==> src/rtl/sensor_temp_avg.sv <==
// sensor_temp_avg: latches four sensor readings plus an enable mask on start,
// sums the enabled readings one per cycle, then divides by the enabled count
// with a 16-iteration restoring divider.
// Ports:
//   clk, rst                   clock (rising edge), asynchronous active-high reset
//   start                      acquisition request, sampled only while idle
//   sensor1..sensor4           unsigned readings (mask bits 0..3)
//   sensor_en                  per-sensor include mask
//   t_act                      floor(sum/count), held between acquisitions
//   drop_en                    last acquisition had at least one enabled sensor
//   busy                       acquisition in progress
//   done                       one-cycle pulse on the cycle t_act/drop_en update
module sensor_temp_avg #(
   parameter int unsigned SENS_W = 8,
   parameter int unsigned OUT_W  = 16
) (
   input  logic              clk,
   input  logic              rst,
   input  logic              start,
   input  logic [SENS_W-1:0] sensor1,
   input  logic [SENS_W-1:0] sensor2,
   input  logic [SENS_W-1:0] sensor3,
   input  logic [SENS_W-1:0] sensor4,
   input  logic [3:0]        sensor_en,
   output logic [OUT_W-1:0]  t_act,
   output logic              drop_en,
   output logic              busy,
   output logic              done
);

   localparam int unsigned SUM_W  = SENS_W + 2;
   localparam int unsigned CNT_W  = 3;
   localparam int unsigned DVD_W  = 16;
   localparam int unsigned REM_W  = 3;
   localparam int unsigned STEP_W = 4;

   typedef enum logic [1:0] {
      S_IDLE,
      S_SUM,
      S_DIV,
      S_DONE
   } state_t;

   state_t                   state_q, state_d;
   logic [3:0][SENS_W-1:0]   sens_q, sens_d;
   logic [3:0]               mask_q, mask_d;
   logic [SUM_W-1:0]         sum_q, sum_d;
   logic [CNT_W-1:0]         count_q, count_d;
   logic [STEP_W-1:0]        step_q, step_d;
   logic [DVD_W-1:0]         dvd_q, dvd_d;
   logic [DVD_W-1:0]         quot_q, quot_d;
   logic [REM_W-1:0]         rem_q, rem_d;
   logic [OUT_W-1:0]         t_act_q, t_act_d;
   logic                     drop_en_q, drop_en_d;
   logic                     busy_q, busy_d;
   logic                     done_q, done_d;
   logic [REM_W-1:0]         trial;

   // State and datapath registers
   always_ff @(posedge clk or posedge rst) begin
      if (rst) begin
         state_q   <= S_IDLE;
         sens_q    <= '0;
         mask_q    <= '0;
         sum_q     <= '0;
         count_q   <= '0;
         step_q    <= '0;
         dvd_q     <= '0;
         quot_q    <= '0;
         rem_q     <= '0;
         t_act_q   <= '0;
         drop_en_q <= 1'b0;
         busy_q    <= 1'b0;
         done_q    <= 1'b0;
      end else begin
         state_q   <= state_d;
         sens_q    <= sens_d;
         mask_q    <= mask_d;
         sum_q     <= sum_d;
         count_q   <= count_d;
         step_q    <= step_d;
         dvd_q     <= dvd_d;
         quot_q    <= quot_d;
         rem_q     <= rem_d;
         t_act_q   <= t_act_d;
         drop_en_q <= drop_en_d;
         busy_q    <= busy_d;
         done_q    <= done_d;
      end
   end

   // Next-state, accumulate and divide
   always_comb begin
      state_d   = state_q;
      sens_d    = sens_q;
      mask_d    = mask_q;
      sum_d     = sum_q;
      count_d   = count_q;
      step_d    = step_q;
      dvd_d     = dvd_q;
      quot_d    = quot_q;
      rem_d     = rem_q;
      t_act_d   = t_act_q;
      drop_en_d = drop_en_q;
      trial     = '0;

      case (state_q)
         S_IDLE: begin
            if (start) begin
               sens_d  = {sensor4, sensor3, sensor2, sensor1};
               mask_d  = sensor_en;
               sum_d   = '0;
               count_d = '0;
               step_d  = '0;
               state_d = S_SUM;
            end
         end
         S_SUM: begin
            // Steps 0..3 accumulate one sensor each; step 4 decides on the final count
            if (step_q < STEP_W'(4)) begin
               if (mask_q[step_q[1:0]]) begin
                  sum_d   = sum_q + SUM_W'(sens_q[step_q[1:0]]);
                  count_d = count_q + CNT_W'(1);
               end
               step_d = step_q + STEP_W'(1);
            end else if (count_q == '0) begin
               t_act_d   = '0;
               drop_en_d = 1'b0;
               state_d   = S_DONE;
            end else begin
               dvd_d   = DVD_W'(sum_q);
               quot_d  = '0;
               rem_d   = '0;
               step_d  = '0;
               state_d = S_DIV;
            end
         end
         S_DIV: begin
            // Remainder stays below count (<=4), so a 3-bit trial value is enough
            trial = {rem_q[REM_W-2:0], dvd_q[DVD_W-1]};
            if (trial >= REM_W'(count_q)) begin
               rem_d  = trial - REM_W'(count_q);
               quot_d = {quot_q[DVD_W-2:0], 1'b1};
            end else begin
               rem_d  = trial;
               quot_d = {quot_q[DVD_W-2:0], 1'b0};
            end
            dvd_d  = {dvd_q[DVD_W-2:0], 1'b0};
            step_d = step_q + STEP_W'(1);
            if (step_q == STEP_W'(15)) begin
               t_act_d   = OUT_W'(quot_d);
               drop_en_d = 1'b1;
               state_d   = S_DONE;
            end
         end
         S_DONE: begin
            state_d = S_IDLE;
         end
         default: begin
            state_d = S_IDLE;
         end
      endcase

      // busy covers the working cycles after acceptance and drops as done rises
      done_d = (state_d == S_DONE);
      busy_d = ((state_q == S_SUM) || (state_q == S_DIV)) && (state_d != S_DONE);
   end

   assign t_act   = t_act_q;
   assign drop_en = drop_en_q;
   assign busy    = busy_q;
   assign done    = done_q;

endmodule

==> config.mk <==
export PLATFORM = sky130hd
export DESIGN_NAME = sensor_temp_avg
export DESIGN_NICKNAME = d
export VERILOG_FILES = /design/src/rtl/sensor_temp_avg.sv
export SDC_FILE = /design/constraint.sdc
export NUM_CORES = 1
export LEC_CHECK = 0
export ABC_AREA = 1
export BUFFER_PORTS_ARGS = -buffer_cell sky130_fd_sc_hd__buf_2
export CAP_MARGIN = 15
export CELL_PAD_IN_SITES_DETAIL_PLACEMENT = 0
export CELL_PAD_IN_SITES_GLOBAL_PLACEMENT = 1
export CORE_MARGIN = 2
export CORE_UTILIZATION = 30
export CTS_CLUSTER_SIZE = 30
export DETAILED_ROUTE_END_ITERATION = 10
export PLACE_DENSITY_LB_ADDON = 0.1
export SLEW_MARGIN = 30
export SYNTH_ARGS = -nofsm -noshare
export SYNTH_HDL_FRONTEND = slang
export SYNTH_SLANG_ARGS = --single-unit
==> constraint.sdc <==
create_clock -name clk -period 7.9 [get_ports clk]
set_input_delay 0.79 -clock clk [delete_from_list [all_inputs] [get_ports clk]]
set_output_delay 0.79 -clock clk [all_outputs]
set_load 0.05 [all_outputs]
=== Yosys cells after proc, flatten, opt, wreduce, memory -nomap -nowiden ===
Cells that the tools add are included.
W data, S select, Z words.

* Reduce and logical (&&, ||, !) cells: 12
* Add/subtract/negate cells: 4
* Equal/unequal tests: 14
* $lt $le $gt $ge: 3
* Muxes and demuxes: 40

{| class="wikitable"
|+ Operator list
! kind !! count
|-
| $mux W16 || 5
|-
| $pmux W16 S2 || 2
|-
| $mux W10 || 3
|-
| $mux W15 || 2
|-
| $pmux W15 S2 || 1
|-
| $pmux W10 S2 || 1
|-
| $bmux W8 S2 || 1
|-
| $ne A2 B2 Y1 const B || 8
|-
| $mux W2 || 6
|-
| $mux W4 || 3
|-
| $pmux W4 S3 || 1
|-
| $add A10 B8 Y10 || 1
|-
| $mux W3 || 3
|-
| $mux W8 || 1
|-
| $pmux W2 S4 || 1
|-
| $reduce_and A4 Y1 || 2
|-
| $eq A2 B2 Y1 const B || 3
|-
| $mux W1 || 6
|-
| $pmux W3 S2 || 1
|-
| $reduce_and A3 Y1 || 2
|-
| $add A4 B1 Y4 const B || 1
|-
| $eq A4 B4 Y1 const B || 1
|-
| $lt A4 B3 Y1 const B || 1
|-
| $pmux W2 S2 || 1
|-
| other kinds (15) || 16
|}

* Output and inout bits: 19
* Flip-flop bits (word level): 107
* Logic and storage cells: 89
* Bits of input ports: 39

=== Longest topological paths before layout ===
* Depth after elaboration: 6
* Gate-level depth with buffers: 16
* Depth with buffers taken out: 14

=== Worst setup path before layout ===
No wires, ideal clock.

* Path kind: reg2reg
* From: reg step_q[1]
* To: reg sum_q[8]
* Buffers on the path: 2
* Period minus slack after synthesis: 2297 ps
* Setup time: 117 ps
* Setup slack: 5603 ps
* Cell stages (with the launch flop): 17
* Data arrival time: 2180 ps
* Cell sequence: dfrtp_1 > buf_2 > inv_1 > clkbuf_1 > o21ai_0 > o22ai_1 > ha_1 > inv_1 > fa_1 > inv_1 > nand3_1 > nand2_1 > a21oi_1 > nor2_1 > nand2_1 > nand2_1 > nor2_1

* Word-level cells in the longest chain between the ends: 6
* Elaborated cells between the ends (all ways): 12
* Classes of those cells: add/sub (1); order compare (1); eq/ne (2); mux (7); reduce/logical (1)

{| class="wikitable"
|+ Ends and longest elaborated chain
! element !! line !! source
|-
| start, declared || 49 || <nowiki>logic [STEP_W-1:0] step_q, step_d;</nowiki>
|-
| start signal, assigned || 81 || <nowiki>step_q <= step_d;</nowiki>
|-
| $bmux W8 S2 || 122 || <nowiki>sum_d = sum_q + SUM_W'(sens_q[step_q[1:0]]);</nowiki>
|-
| $mux W8 (implied by the code) || 122 ||
|-
| $add A10 B8 Y10 || 122 ||
|-
| $mux W10 || 121 || <nowiki>if (mask_q[step_q[1:0]]) begin</nowiki>
|-
| $mux W10 || 120 || <nowiki>if (step_q < STEP_W'(4)) begin</nowiki>
|-
| $pmux W10 S2 || 107 || <nowiki>case (state_q)</nowiki>
|-
| end signal, assigned || 79 || <nowiki>sum_q <= sum_d;</nowiki>
|-
| end, declared || 47 || <nowiki>logic [SUM_W-1:0] sum_q, sum_d;</nowiki>
|}

Several ways; a longest one is shown, not always the timed one. The select of a mux whose other input is x is not followed.
A chain may end at the register's enable or synchronous reset.

=== Final worst setup path ===
* From: reg step_q[0]
* To: reg sum_q[9]

The elaborated chain is that of the path after synthesis.

==> results_dict.tcl <==
set metrics [dict create \
    port-buffer-count 57 \
    required_ns 8.15 \
    clk_root_buffer_cell "clkbuf_16" \
    status "finished, final reports clean" \
    synthTopCellsByArea "dfrtp_1 (53%), nand2_1 (15%), o21ai_0 (5.3%), ha_1 (4.4%), inv_1 (4.1%)" \
    layout_common_cells "nand2_1 (198), dfrtp_1 (107), buf_2 (57)" \
    cts_tree "done" \
    netlist.area_leader.share 0.528 \
    cts_setup_buffers 0 \
    drt_iter0_drc 204 \
    syn_inst 605 \
    crit_type "reg2reg" \
    numCtsBuffers 9 \
    ctsResizeCount 0 \
    worst-path-buf-inv 1 \
    clock_skew_ns 0.00771 \
    worst_slew_pin_slew_ns 0.769 \
    die-area_mm2 0.0180 \
    clock_latency_ns 0.35 \
    first_pass_iters 4 \
    vias_per_cell 4.62 \
    fin_crit_ns 3.10 \
    die_w_um 134 \
    dp_hpwl_mm 8.89 \
    final_nets 710 \
    syn2layout_area_growth_pct 15.8 \
    coreArea_mm2 0.0166 \
    wire_per_inst_um 14.3 \
    total_power_uw 2260 \
    peakVddDrop_uv 136 \
    cts.clk_slew.worst_paths_ns 0.07 \
    grt_max_degree 57 \
    clock-sinks 107 \
    min_period_over_period 0.392 \
    crit_path_cell_trace "clkinv_1, o21ai_0, o22ai_1, ha_1, nand2_1, nor2_1, nand3_1, nand3_1, nand3_1, nand2_1, nor2_1" \
    hold_path.class "reg2reg" \
    grtUsageTotal 0.149 \
    grt_pass1_wl_mm 21.1 \
    hold_violations 0 \
    drv_slew 0 \
    n_fill_cell 1762 \
    synth.distinct_cells 32 \
    ys_warn_count 0 \
    drc_errors 0 \
    drt_wl_total_mm 12.6 \
    rsz0062_at_grt "no" \
    syn_area_mm2 0.00507 \
    cp_top_family "flip-flops" \
    avgSynthCellArea_um2 8.39 \
    cp_common_cell "nand3_1" \
    htreeDepth 3 \
    worst-path-max-fanout 22 \
    max_freq_mhz 323 \
    rows 47 \
    power_density_mw_per_mm2 385 \
    layout_commonest_cell "nand2_1" \
    start_util 0.306 \
    grt_antenna_before_repair 0 \
    ys_ff_latch 107 \
    critPathSlowestCell "dfrtp_1" \
    timing.hold.ws_ns 0.479 \
    relSlewSlack 0.488 \
    drive_gt1_frac 0.139 \
    p_leak_uw 0.00298 \
    critPathLaunchType "flip-flop" \
    critPathArrivalTime_ns 3.35 \
    cp-end-kind "flip-flop" \
    tns_ns 0 \
    vias 4048 \
    overflow 0 \
    clockBufferDepth 2 \
    final-setup-viol-count 0 \
    slowest_delay_ns 0.80 \
    maxCapViolations 0 \
    synth_seq_area_share 0.528 \
    synthesis.nets 663 \
    place.gp.congestion 0.772 \
    ant_nets 0 \
    fp.dieH_um 134 \
    holdBufCountCts 0 \
    synth_top_cell_by_area "dfrtp_1" \
    io_pins 58 \
    diodes 0 \
    grt_pass1_vias 4074 \
]
[tightest hold or removal path: cells and delay by family (launching register included)]
family | cells | cell delay (ns)
flops | 1 | 0.34
simple gates | 2 | 0.10
[state kept, by name, summed over array words and instances (netlist names)]
name and cells:
mask_q 4, state_q 2, count_q 3, t_act 16, rem_q 2, busy 1
sum_q 10, step_q 4, done 1, dvd_q 16, quot_q 15, sens_q 32
drop_en 1
[report_power, final]
group / switching [uW] / internal [uW]
Sequential: 124 / 708
Combinational: 630 / 319
Clock: 203 / 277
[kinds of logic (layout without fill, tap and decap cells)]
logic type	count (synthesis)	after routing	synth area share
simple gates	267	267	0.209
fa+ha+maj	19	19	0.0483
flops	107	107	0.528
buf+inv	86	138	0.0685
xor+xnor	8	8	0.0138
compound gates	118	118	0.132
[synth_stat cells (all sizes together)]
cell type and count:
inv 61, a22oi 1, xnor2 3, a31oi 9, clkbuf 10, or2 1
nand4 2, nand3 18, xor2 5, fa 1, ha 18, o21ai 68
buf 14, nand2 201, o22ai 30, dfrtp 107, a21oi 8, a21boi 1
nand3b 2, clkinv 1, nor2 43, a32oi 1
[cell type report]
type / count / area [um2] / area share
clock inverter: 5 / 77.6 / 0.0132
inverter: 62 / 238 / 0.0404
tap: 220 / 275 / 0.0468
clock buffer: 11 / 233 / 0.0396
timing repair buffer: 60 / 328 / 0.0558
multi-input combinational: 412 / 2050 / 0.349
sequential: 107 / 2680 / 0.456
[path summary, 6_finish.rpt]
check                           start         end  slack [ns]  depth (start not counted)
max                         step_q[0]    sum_q[9]        4.80                         11
min                        sens_q[13]  sens_q[13]        0.48                          2
max reg2reg                 step_q[0]    sum_q[9]        4.80                         11
min reg2reg                sens_q[13]  sens_q[13]        0.48                          2
max in group asynchronous         rst  count_q[2]        6.19                          3
min in group asynchronous         rst   t_act[11]        0.52                          2
[layer usage]
layer  global-route usage  share of wire
met1                0.202           0.49
met2                0.241           0.46
met3               0.0272          0.034
met4               0.0544          0.014
met5                    0              0
[stage by stage]
| stage | worst slack (ns) | std cells | area (um2) | util |
|---|---|---|---|---|
| after floorplan | 4.29 | 605 | 5070 | - |
| after global placement | 4.62 | 860 | 5540 | 0.334 |
| after detailed placement | 4.85 | 861 | 5570 | 0.336 |
| after CTS | 4.85 | 877 | 5880 | 0.354 |
| after global routing | 4.41 | 877 | 5880 | 0.354 |
| final | 4.80 | 877 | 5880 | 0.354 |
No activity file was read; power rests on OpenSTA's default activity.
